### config.mk
export PLATFORM = sky130hd
export DESIGN_NAME = confirm_input_ctrl
export DESIGN_NICKNAME = d
export VERILOG_FILES = /design/src/rtl/confirm_input_ctrl.sv
export SDC_FILE = /design/constraint.sdc
export NUM_CORES = 1
export LEC_CHECK = 0
export CAP_MARGIN = 20
export CORE_MARGIN = 1
export CORE_UTILIZATION = 25
export DETAILED_ROUTE_END_ITERATION = 8
export GPL_ROUTABILITY_DRIVEN = 1
export PLACE_DENSITY_LB_ADDON = 0.3
export SYNTH_ARGS = -nofsm -noshare
export SYNTH_HDL_FRONTEND = slang
export SYNTH_SLANG_ARGS = --single-unit
export TNS_END_PERCENT = 10
### constraint.sdc
create_clock -name clk -period 1.8 [get_ports clk]
set_input_delay 0.18 -clock clk [delete_from_list [all_inputs] [get_ports clk]]
set_output_delay 0.18 -clock clk [all_outputs]
set_load 0.01 [all_outputs]
### src/rtl/confirm_input_ctrl.sv
// Board input front-end: synchronises the switches and button, debounces the confirm button,
// and issues one accept strobe with a latched switch snapshot per press during an input ecall.
module confirm_input_ctrl #(
  parameter int DEBOUNCE_CYCLES = 230000,
  parameter int CNT_WIDTH       = 18,
  parameter int SW_WIDTH        = 16,
  parameter int TC_WIDTH        = 3
) (
  input  logic                clk,
  input  logic                reset,
  input  logic                button_raw,
  input  logic [SW_WIDTH-1:0] switch_raw,
  input  logic [TC_WIDTH-1:0] test_raw,
  input  logic                wait_req,
  output logic                confirm_pulse,
  output logic [SW_WIDTH-1:0] switch_value,
  output logic [TC_WIDTH-1:0] test_value,
  output logic                waiting_led,
  output logic                btn_level
);

  // state  | meaning
  // IDLE   | no input request pending, button released
  // ARMED  | CPU waiting for input, button released, LED on
  // ACCEPT | single-cycle strobe, snapshot loads on this edge
  // HELD   | button down, waiting for release before re-arming
  typedef enum logic [1:0] {
    ST_IDLE   = 2'd0,
    ST_ARMED  = 2'd1,
    ST_ACCEPT = 2'd2,
    ST_HELD   = 2'd3
  } state_t;

  localparam logic [CNT_WIDTH-1:0] CNT_LAST = CNT_WIDTH'(DEBOUNCE_CYCLES - 1);

  logic [1:0]          r_btn_sync;
  logic [SW_WIDTH-1:0] r_sw_s1;
  logic [SW_WIDTH-1:0] r_sw_s2;
  logic [TC_WIDTH-1:0] r_tc_s1;
  logic [TC_WIDTH-1:0] r_tc_s2;
  logic [CNT_WIDTH-1:0] r_cnt;
  logic                r_btn_level;
  logic [SW_WIDTH-1:0] r_switch_value;
  logic [TC_WIDTH-1:0] r_test_value;
  state_t              r_state;
  state_t              w_next_state;

  always_ff @(posedge clk) begin
    if (reset) begin
      r_btn_sync     <= '0;
      r_sw_s1        <= '0;
      r_sw_s2        <= '0;
      r_tc_s1        <= '0;
      r_tc_s2        <= '0;
      r_cnt          <= '0;
      r_btn_level    <= 1'b0;
      r_switch_value <= '0;
      r_test_value   <= '0;
    end else begin
      r_btn_sync <= {r_btn_sync[0], button_raw};
      r_sw_s1    <= switch_raw;
      r_sw_s2    <= r_sw_s1;
      r_tc_s1    <= test_raw;
      r_tc_s2    <= r_tc_s1;

      // Any cycle agreeing with the accepted level restarts the stability window.
      if (r_btn_sync[1] == r_btn_level) begin
        r_cnt <= '0;
      end else if (r_cnt == CNT_LAST) begin
        r_btn_level <= ~r_btn_level;
        r_cnt       <= '0;
      end else begin
        r_cnt <= r_cnt + CNT_WIDTH'(1);
      end

      if (r_state == ST_ACCEPT) begin
        r_switch_value <= r_sw_s2;
        r_test_value   <= r_tc_s2;
      end
    end
  end

  always_ff @(posedge clk) begin
    if (reset) begin
      r_state <= ST_IDLE;
    end else begin
      r_state <= w_next_state;
    end
  end

  always_comb begin
    w_next_state  = r_state;
    confirm_pulse = 1'b0;
    waiting_led   = 1'b0;
    case (r_state)
      ST_IDLE: begin
        if (r_btn_level) begin
          w_next_state = ST_HELD;
        end else if (wait_req) begin
          w_next_state = ST_ARMED;
        end
      end
      ST_ARMED: begin
        waiting_led = 1'b1;
        // Dropping the request wins over a simultaneous press.
        if (!wait_req) begin
          w_next_state = ST_IDLE;
        end else if (r_btn_level) begin
          w_next_state = ST_ACCEPT;
        end
      end
      ST_ACCEPT: begin
        confirm_pulse = !reset;
        w_next_state  = ST_HELD;
      end
      ST_HELD: begin
        if (!r_btn_level) begin
          w_next_state = ST_IDLE;
        end
      end
      default: w_next_state = ST_IDLE;
    endcase
  end

  assign switch_value = r_switch_value;
  assign test_value   = r_test_value;
  assign btn_level    = r_btn_level;

endmodule

==> results of run 1 <==
[per-stage QoR]
step           setup slack [ns]  cells  TNS, ns
2_1_floorplan           0.00389    278        0
3_3_place_gp             0.0494    465        0
3_5_place_dp            0.00152    465        0
4_1_cts                 0.00741    481        0
5_1_grt                 -0.0353    483  -0.0353
6_report                 0.0208    483        0
[final timing paths]
path / start / end / slack, ns / cells past startpoint
max reg2reg: r_cnt[11] / btn_level / 0.02 / 4
max: r_cnt[11] / btn_level / 0.02 / 4
min reg2reg: r_sw_s2[15] / switch_value[15] / 0.43 / 2
min: reset / btn_level / 0.21 / 3
[routing by layer]
layer  up-vias  part of all wire [%]
li1       1032                     -
met1       861                    49
met2        47                    44
met3         4                   6.5
met4         0                  0.41
met5         -                     0
[layout make-up]
type,count,share of cell area (%)
clock inverters,7,2.98
multi-input cells,181,28.1
clock buffers,9,3.39
flip-flops and latches,80,43.9
repair buffers,65,16.5
well taps,136,4.65
inverters,5,0.513
[cells in the mapped netlist]
cell type	n	share of area [%]
sky130_fd_sc_hd__or3_4	1	0.42
sky130_fd_sc_hd__buf_1	3	0.42
sky130_fd_sc_hd__nand2b_1	1	0.23
sky130_fd_sc_hd__or4_4	2	0.84
sky130_fd_sc_hd__nand4_1	4	0.93
sky130_fd_sc_hd__xor2_1	4	1.3
sky130_fd_sc_hd__nand2_1	45	6.3
sky130_fd_sc_hd__nor2b_1	43	10
sky130_fd_sc_hd__buf_4	1	0.28
sky130_fd_sc_hd__nor3_1	5	0.93
sky130_fd_sc_hd__or3_1	5	1.2
sky130_fd_sc_hd__o21ai_0	5	0.93
sky130_fd_sc_hd__a21oi_1	26	4.9
sky130_fd_sc_hd__ha_1	1	0.47
sky130_fd_sc_hd__nor2_1	16	2.2
sky130_fd_sc_hd__and4_1	1	0.33
sky130_fd_sc_hd__nand3_1	5	0.93
sky130_fd_sc_hd__a211oi_1	1	0.28
sky130_fd_sc_hd__nor4_1	1	0.23
sky130_fd_sc_hd__mux2i_1	1	0.37
sky130_fd_sc_hd__clkbuf_1	8	1.1
sky130_fd_sc_hd__o31ai_1	1	0.28
sky130_fd_sc_hd__or4_1	1	0.28
sky130_fd_sc_hd__inv_1	5	0.70
sky130_fd_sc_hd__xnor2_1	8	2.6
sky130_fd_sc_hd__o21ai_4	1	0.61
sky130_fd_sc_hd__or4b_1	2	0.75
sky130_fd_sc_hd__dfxtp_1	80	60
sky130_fd_sc_hd__and4b_1	1	0.37
[worst max-delay path: stages (launching register included)]
cell and delay (ns):
sky130_fd_sc_hd__dfxtp_1 0.34, sky130_fd_sc_hd__or4b_1 0.52, sky130_fd_sc_hd__or3_4 0.40, sky130_fd_sc_hd__or3_4 0.33
sky130_fd_sc_hd__a21oi_2 0.13
[cells by family after synthesis]
family,after synthesis
xor gates and xnor gates,12
adders and majority gates,1
AOI/OAI and AO/OA,34
muxes,1
buffers and inverters,17
DFF,80
and+or+nand+nor,133
[state kept, by name (all words and copies together) (netlist names)]
| name | flops |
|---|---|
| r_btn_sync | 2 |
| test_value | 3 |
| r_tc_s2 | 3 |
| r_tc_s1 | 3 |
| r_cnt | 18 |
| r_sw_s2 | 16 |
| switch_value | 16 |
| btn_level | 1 |
| r_state | 2 |
| r_sw_s1 | 16 |
[power by group]
part,internal [mW],switching [mW]
Combinational,0.0758,0.0455
Sequential,1.81,0.0106
Clock,0.813,0.698
[timing repair]
action / 4_1_cts / 5_1_grt
buffers inserted: 0 / 2
resized for setup: 4 / 3
pin swaps: 0 / 2
setup endpoints to repair: 2 / 5
==> results.md, run 1 <==
* Status: finished clean
* Xor and xnor fraction of the mapped netlist area at 3.92%
* Met3 Resource Use GR at 4.45%
* Max-cap viol count at 0
* Met1 layer usage reported by global route at 12.4%
* Total vias in the final route at 1,944
* Fill cells at 1,086
* Total wire length at 5100 um
* Post-layout util at 35.3%
* Initial antenna violation count at 0
* Share of synthesized area spent on multiplexers at 0.373%
* Synthesized flop and latch total at 80
* CP Data Arrival Time at 2.07 ns
* Critical path endpoint category: register
* Placed wire-length estimate at 3520 um
* Remaining antenna violation count after routing at 0
* Total die area at 0.0111 mm2
* Multi-input logic area at 0.00103 mm2
* Synthesized instance count at 278
* Routability cong. at 0.824
* Number of unique standard cell types used by synthesis at 29
* Standard cell area after detailed placement at 0.00340 mm2
* Slew at the pin with the worst max-slew slack at 0.301 ns
* TritonCTS clock tree: built
* Max frequency at 0.562 GHz
* Insertion delay to the later sink of the worst-skew pair at 0.34 ns
* Mapped Nets at 302
* Number of search-and-repair iterations in the first detailed-routing pass at 4
* Average footprint of a synthesized cell at 9.64 um2
* Top library cells by usage in the layout, fill and taps aside: 77 x sky130_fd_sc_hd__dfxtp_1, 45 x sky130_fd_sc_hd__nand2_1, 43 x sky130_fd_sc_hd__nor2b_1, 42 x sky130_fd_sc_hd__clkdlybuf4s50_1, 25 x sky130_fd_sc_hd__a21oi_1
* Total non-filler cell area in the finished layout at 0.00366 mm2
* Post-synthesis share of cell area spent on full adders, half adders and majority gates at 0.467%
* Final worst-path cycle share at 98.8%
* Antenna fix cells at 0
* Overall Global Routing Usage at 9.76%
* Num CTS Buffers at 9
* Peak ir drop on the vdd network at 0.000416 V
* Worst-path maximum fanout at 3
* Global-route track usage on met2 at 14.8%
* Register clock-pin slew on the reported worst setup and hold paths at 0.09 ns
* Number of warning messages in the yosys log at 0
* Die height at 106 um
* Vias in the first global route at 1,822
* Synth Area in Compound Gates at 6.96%
* Core region area at 0.0104 mm2
* Initial core utilization at 25.8%
* FP Rows at 37
* Wire length of the first global-routing pass at 8540 um
* Setup violations, final at 0
* Starting DRC count in detailed routing at 64
* Maximum buffer depth of the clock tree at 2
* Drt drc at 0
* IO Port Bufs at 44
* Pleak at 1.27 nW
* Final Power at 3.45 mW
* Pin count of the biggest net entering global routing at 33
* Most common cell after layout, fill and taps aside: sky130_fd_sc_hd__dfxtp_1
* Worst hold slack across all endpoints at 0.207 ns
* Share of the yosys chip area belonging to registers at 59.8%
* Startpoint type of the worst setup path: register
* P&R area growth vs syn at 36.5%
* Final routed wire length divided by cell count at 10.6 um
* Pwr per Cell Area at 944 mW/mm2
* Ports placed on the boundary at 45
* Area of the mapped netlist at 0.00268 mm2
* Dominant combinational cell family by area after synthesis: simple AND/OR/NAND/NOR gates
* Cell at the root of the clock tree: sky130_fd_sc_hd__clkbuf_8
* Avg Vias per Cell at 4.02
* CTS Hold Bufs at 0
* Most used routing layer in global routing: met2
* H-tree depth reported by CTS at 3
* Grt ovf at 0
* Slew Limit Fails at 0
* Width of the chip at 106 um
* Final #Nets at 366
* Category of the most critical setup path: reg2reg
* Post-layout min period at 1.78 ns
* Final Hold Violating Endpoints at 0
* Fin Clk Skew at 0.00802 ns
* Setup repair after global routing missed its margin: yes
* Rel. slew slack at 79.7%
* Sequential cell area in the final layout at 0.00161 mm2
* CTS Sinks at 80
* WP data required at 2.09 ns
* Post-Synth Simple-Gate Area at 26.0%
* Hold Crit Class: in2reg
* Share of cells above drive strength 1 at 14.1%
No activity file was read; power rests on OpenSTA's default activity.
==> run 2: changes to the inputs <==
--- a/config.mk
+++ b/config.mk
@@ -5,6 +5,7 @@
 export SDC_FILE = /design/constraint.sdc
 export NUM_CORES = 1
 export LEC_CHECK = 0
+export ABC_AREA = 1
 export CAP_MARGIN = 20
 export CORE_MARGIN = 1
 export CORE_UTILIZATION = 25
==> results.md, run 2 <==
* Status: finished clean
* Final Hold Violating Endpoints at 0
* Setup violations, final at 0
* Routability cong. at 0.794
* Top library cells by usage in the layout, fill and taps aside: 112 x sky130_fd_sc_hd__nor2_1, 80 x sky130_fd_sc_hd__dfxtp_1, 55 x sky130_fd_sc_hd__inv_1, 43 x sky130_fd_sc_hd__clkdlybuf4s50_1, 37 x sky130_fd_sc_hd__nand2_1
* Share of cells above drive strength 1 at 7.33%
* Final routed wire length divided by cell count at 9.39 um
* Number of unique standard cell types used by synthesis at 27
* IO Port Bufs at 44
* Total wire length at 5160 um
* Share of the yosys chip area belonging to registers at 56.9%
* Insertion delay to the later sink of the worst-skew pair at 0.35 ns
* Number of setup buffers added after CTS at 0
* Origin of the critical flop-to-flop path: r_cnt[0]
* TritonCTS clock tree: built
* WHS Endpoint: r_btn_sync[1]
* Pin count of the biggest net entering global routing at 29
* Vias in the first global route at 1,852
* Maximum buffer depth of the clock tree at 2
* Remaining antenna violation count after routing at 0
* Most common library cells after synthesis: 112 x sky130_fd_sc_hd__nor2_1, 80 x sky130_fd_sc_hd__dfxtp_1, 55 x sky130_fd_sc_hd__inv_1
* Cell accounting for the most synthesized area: sky130_fd_sc_hd__dfxtp_1
* Num CTS Buffers at 9
* Fill cells at 1,154
* Final-layout setup total negative slack at 0 ns
* CTS Sinks at 80
* Fraction of synthesized cell area taken by the top area cell type at 56.9%
* Slew Limit Fails at 0
* WP data required at 1.62 ns
* Rel. slew slack at 68.0%
* FP Rows at 38
* Final worst-path cycle share at 94.2%
* Pleak at 1.39 nW
* Cell at the root of the clock tree: sky130_fd_sc_hd__clkbuf_8
* Placed cell count at 533
* H-tree depth reported by CTS at 3
* Cell with the most instances after synthesis: sky130_fd_sc_hd__nor2_1
* Post-layout min period at 1.70 ns
* Hold Crit Class: in2reg
* Synthesized flop and latch total at 80
* Total non-filler cell area in the finished layout at 0.00357 mm2
* Crit path from: r_state[1]
* Total vias in the final route at 2,129
* Placed wire-length estimate at 3770 um
* Average footprint of a synthesized cell at 7.88 um2
* PostCTS Resize Cnt at 0
* Initial antenna violation count at 0
* Dominant register cell in the synthesized netlist: sky130_fd_sc_hd__dfxtp_1
* Setup repair after global routing missed its margin: no
* Worst Hold Launch: reset
* Grt ovf at 0
* Number of warning messages in the yosys log at 0
* CP Data Arrival Time at 1.52 ns
* Synth area leaders: sky130_fd_sc_hd__dfxtp_1 57%, sky130_fd_sc_hd__nor2_1 15%, sky130_fd_sc_hd__inv_1 7.3%
* Synthesized instance count at 357
* Share of flip-flops with an asynchronous set or reset after synthesis at 0%
* Startpoint type of the worst setup path: register
* Die height at 108 um
* Reg2Reg Depth at 6
* Number of search-and-repair iterations in the first detailed-routing pass at 4
* P&R area growth vs syn at 27.1%
* Slew at the pin with the worst max-slew slack at 0.480 ns
* Most common cell after layout, fill and taps aside: sky130_fd_sc_hd__nor2_1
* Standard cell area after detailed placement at 0.00340 mm2
* Peak ir drop on the vdd network at 0.000298 V
* Starting DRC count in detailed routing at 42
* Max FFs per register at 18
* CTS Hold Bufs at 0
* Category of the most critical setup path: reg2out
* Area of the mapped netlist at 0.00281 mm2
* Fin Clk Skew at 0.00895 ns
* Avg Vias per Cell at 3.88
* Cell depth of the worst hold path at 2
* Ports placed on the boundary at 45
* Overall Global Routing Usage at 9.52%
* Total die area at 0.0117 mm2
* Drt drc at 0
* Worst reg2reg path endpoint: r_cnt[16]
* Mapped Nets at 381
* Initial core utilization at 25.8%
* Max-cap viol count at 0
* Width of the chip at 108 um
* Core region area at 0.0109 mm2
* Wire length of the first global-routing pass at 8380 um
* Final #Nets at 428
* Number of synthesized flops with an enable pin at 0
* Setup slack, reg-to-reg at 0.38 ns
* Antenna fix cells at 0
* Critical path endpoint category: output port
* Register clock-pin slew on the reported worst setup and hold paths at 0.08 ns
* Worst-path maximum fanout at 4
* Register name with the most flops: r_cnt
* Max frequency at 0.590 GHz
* Final std cells w/o fill at 549
* Pwr per Cell Area at 875 mW/mm2
[run 2: cell types whose count changed after synthesis, moves of 3 or more]
cell,change
sky130_fd_sc_hd__nor2_1,+96
sky130_fd_sc_hd__inv_1,+50
sky130_fd_sc_hd__nor2b_1,-43
sky130_fd_sc_hd__a21oi_1,-18
sky130_fd_sc_hd__o21ai_0,+17
sky130_fd_sc_hd__nand2_1,-8
sky130_fd_sc_hd__nor3_1,-5
sky130_fd_sc_hd__or3_1,-5
sky130_fd_sc_hd__xnor2_1,-4
sky130_fd_sc_hd__nand3_2,+3
[run 2: worst max path at each step]
stage,end,cells past startpoint
after floorplan,r_cnt[12],7
after global placement,confirm_pulse,3
after CTS,confirm_pulse,3
after detailed placement,r_cnt[16],6
after global routing,confirm_pulse,3
final,confirm_pulse,3
[run 2: through the flow]
| step | util [%] | hold slack [ns] | power, mW | setup slack [ns] |
|---|---|---|---|---|
| floorplan | - | 0.287 | 1.93 | 0.512 |
| finish | 32.8 | 0.193 | 3.13 | 0.105 |
| CTS | 32.8 | 0.181 | 3.19 | 0.0734 |
| detailed placement | 31.2 | 0.394 | 1.99 | 0.404 |
| global placement | 31.2 | 0.393 | 1.99 | 0.449 |
| global route | 32.8 | 0.201 | 3.27 | 0.0226 |
[run 2: final cells by class]
| type | count | area, um2 | area share [%] |
|---|---|---|---|
| timing repair buffer | 47 | 458 | 12.8 |
| multi-input combinational | 209 | 947 | 26.5 |
| sequential | 80 | 1600 | 44.8 |
| tap | 140 | 175 | 4.90 |
| inverter | 57 | 214 | 5.99 |
| clock inverter | 7 | 55.1 | 1.54 |
| clock buffer | 9 | 124 | 3.47 |
[run 2: report_power, final]
group | switching, mW | internal (mW) | leakage, nW | total (mW)
Clock | 0.672 | 0.514 | 0.0915 | 1.19
Combinational | 0.0556 | 0.0653 | 0.646 | 0.121
Sequential | 0.0101 | 1.81 | 0.653 | 1.82
Total | 0.738 | 2.39 | 1.39 | 3.13
[run 2: worst max-delay path: stages (launching register included)]
cell	delay [ns]
sky130_fd_sc_hd__dfxtp_1	0.38
sky130_fd_sc_hd__nand2_1	0.09
sky130_fd_sc_hd__nor2_1	0.14
sky130_fd_sc_hd__clkdlybuf4s50_1	0.57
[run 2: logic make-up after synthesis]
logic type	Yosys count	share of synthesized area [%]
AO/OA/AOI/OAI	32	5.96
XOR/XNOR	8	2.49
adder cells (fa/ha/maj)	1	0.445
buffers and inverters	68	9.39
flip-flops	80	56.9
AND/OR/NAND/NOR	168	24.8
[run 2: routing by layer]
layer  vias to the layer above  wire [um]  share of wire [%]  global-route usage (%)
li1                       1159          -                  -                       -
met1                       925       2400                 47                    10.7
met2                        38       2430                 47                    15.7
met3                         7        223                4.3                    3.38
met4                         0        104                2.0                    5.28
met5                         -          0                  0                       0
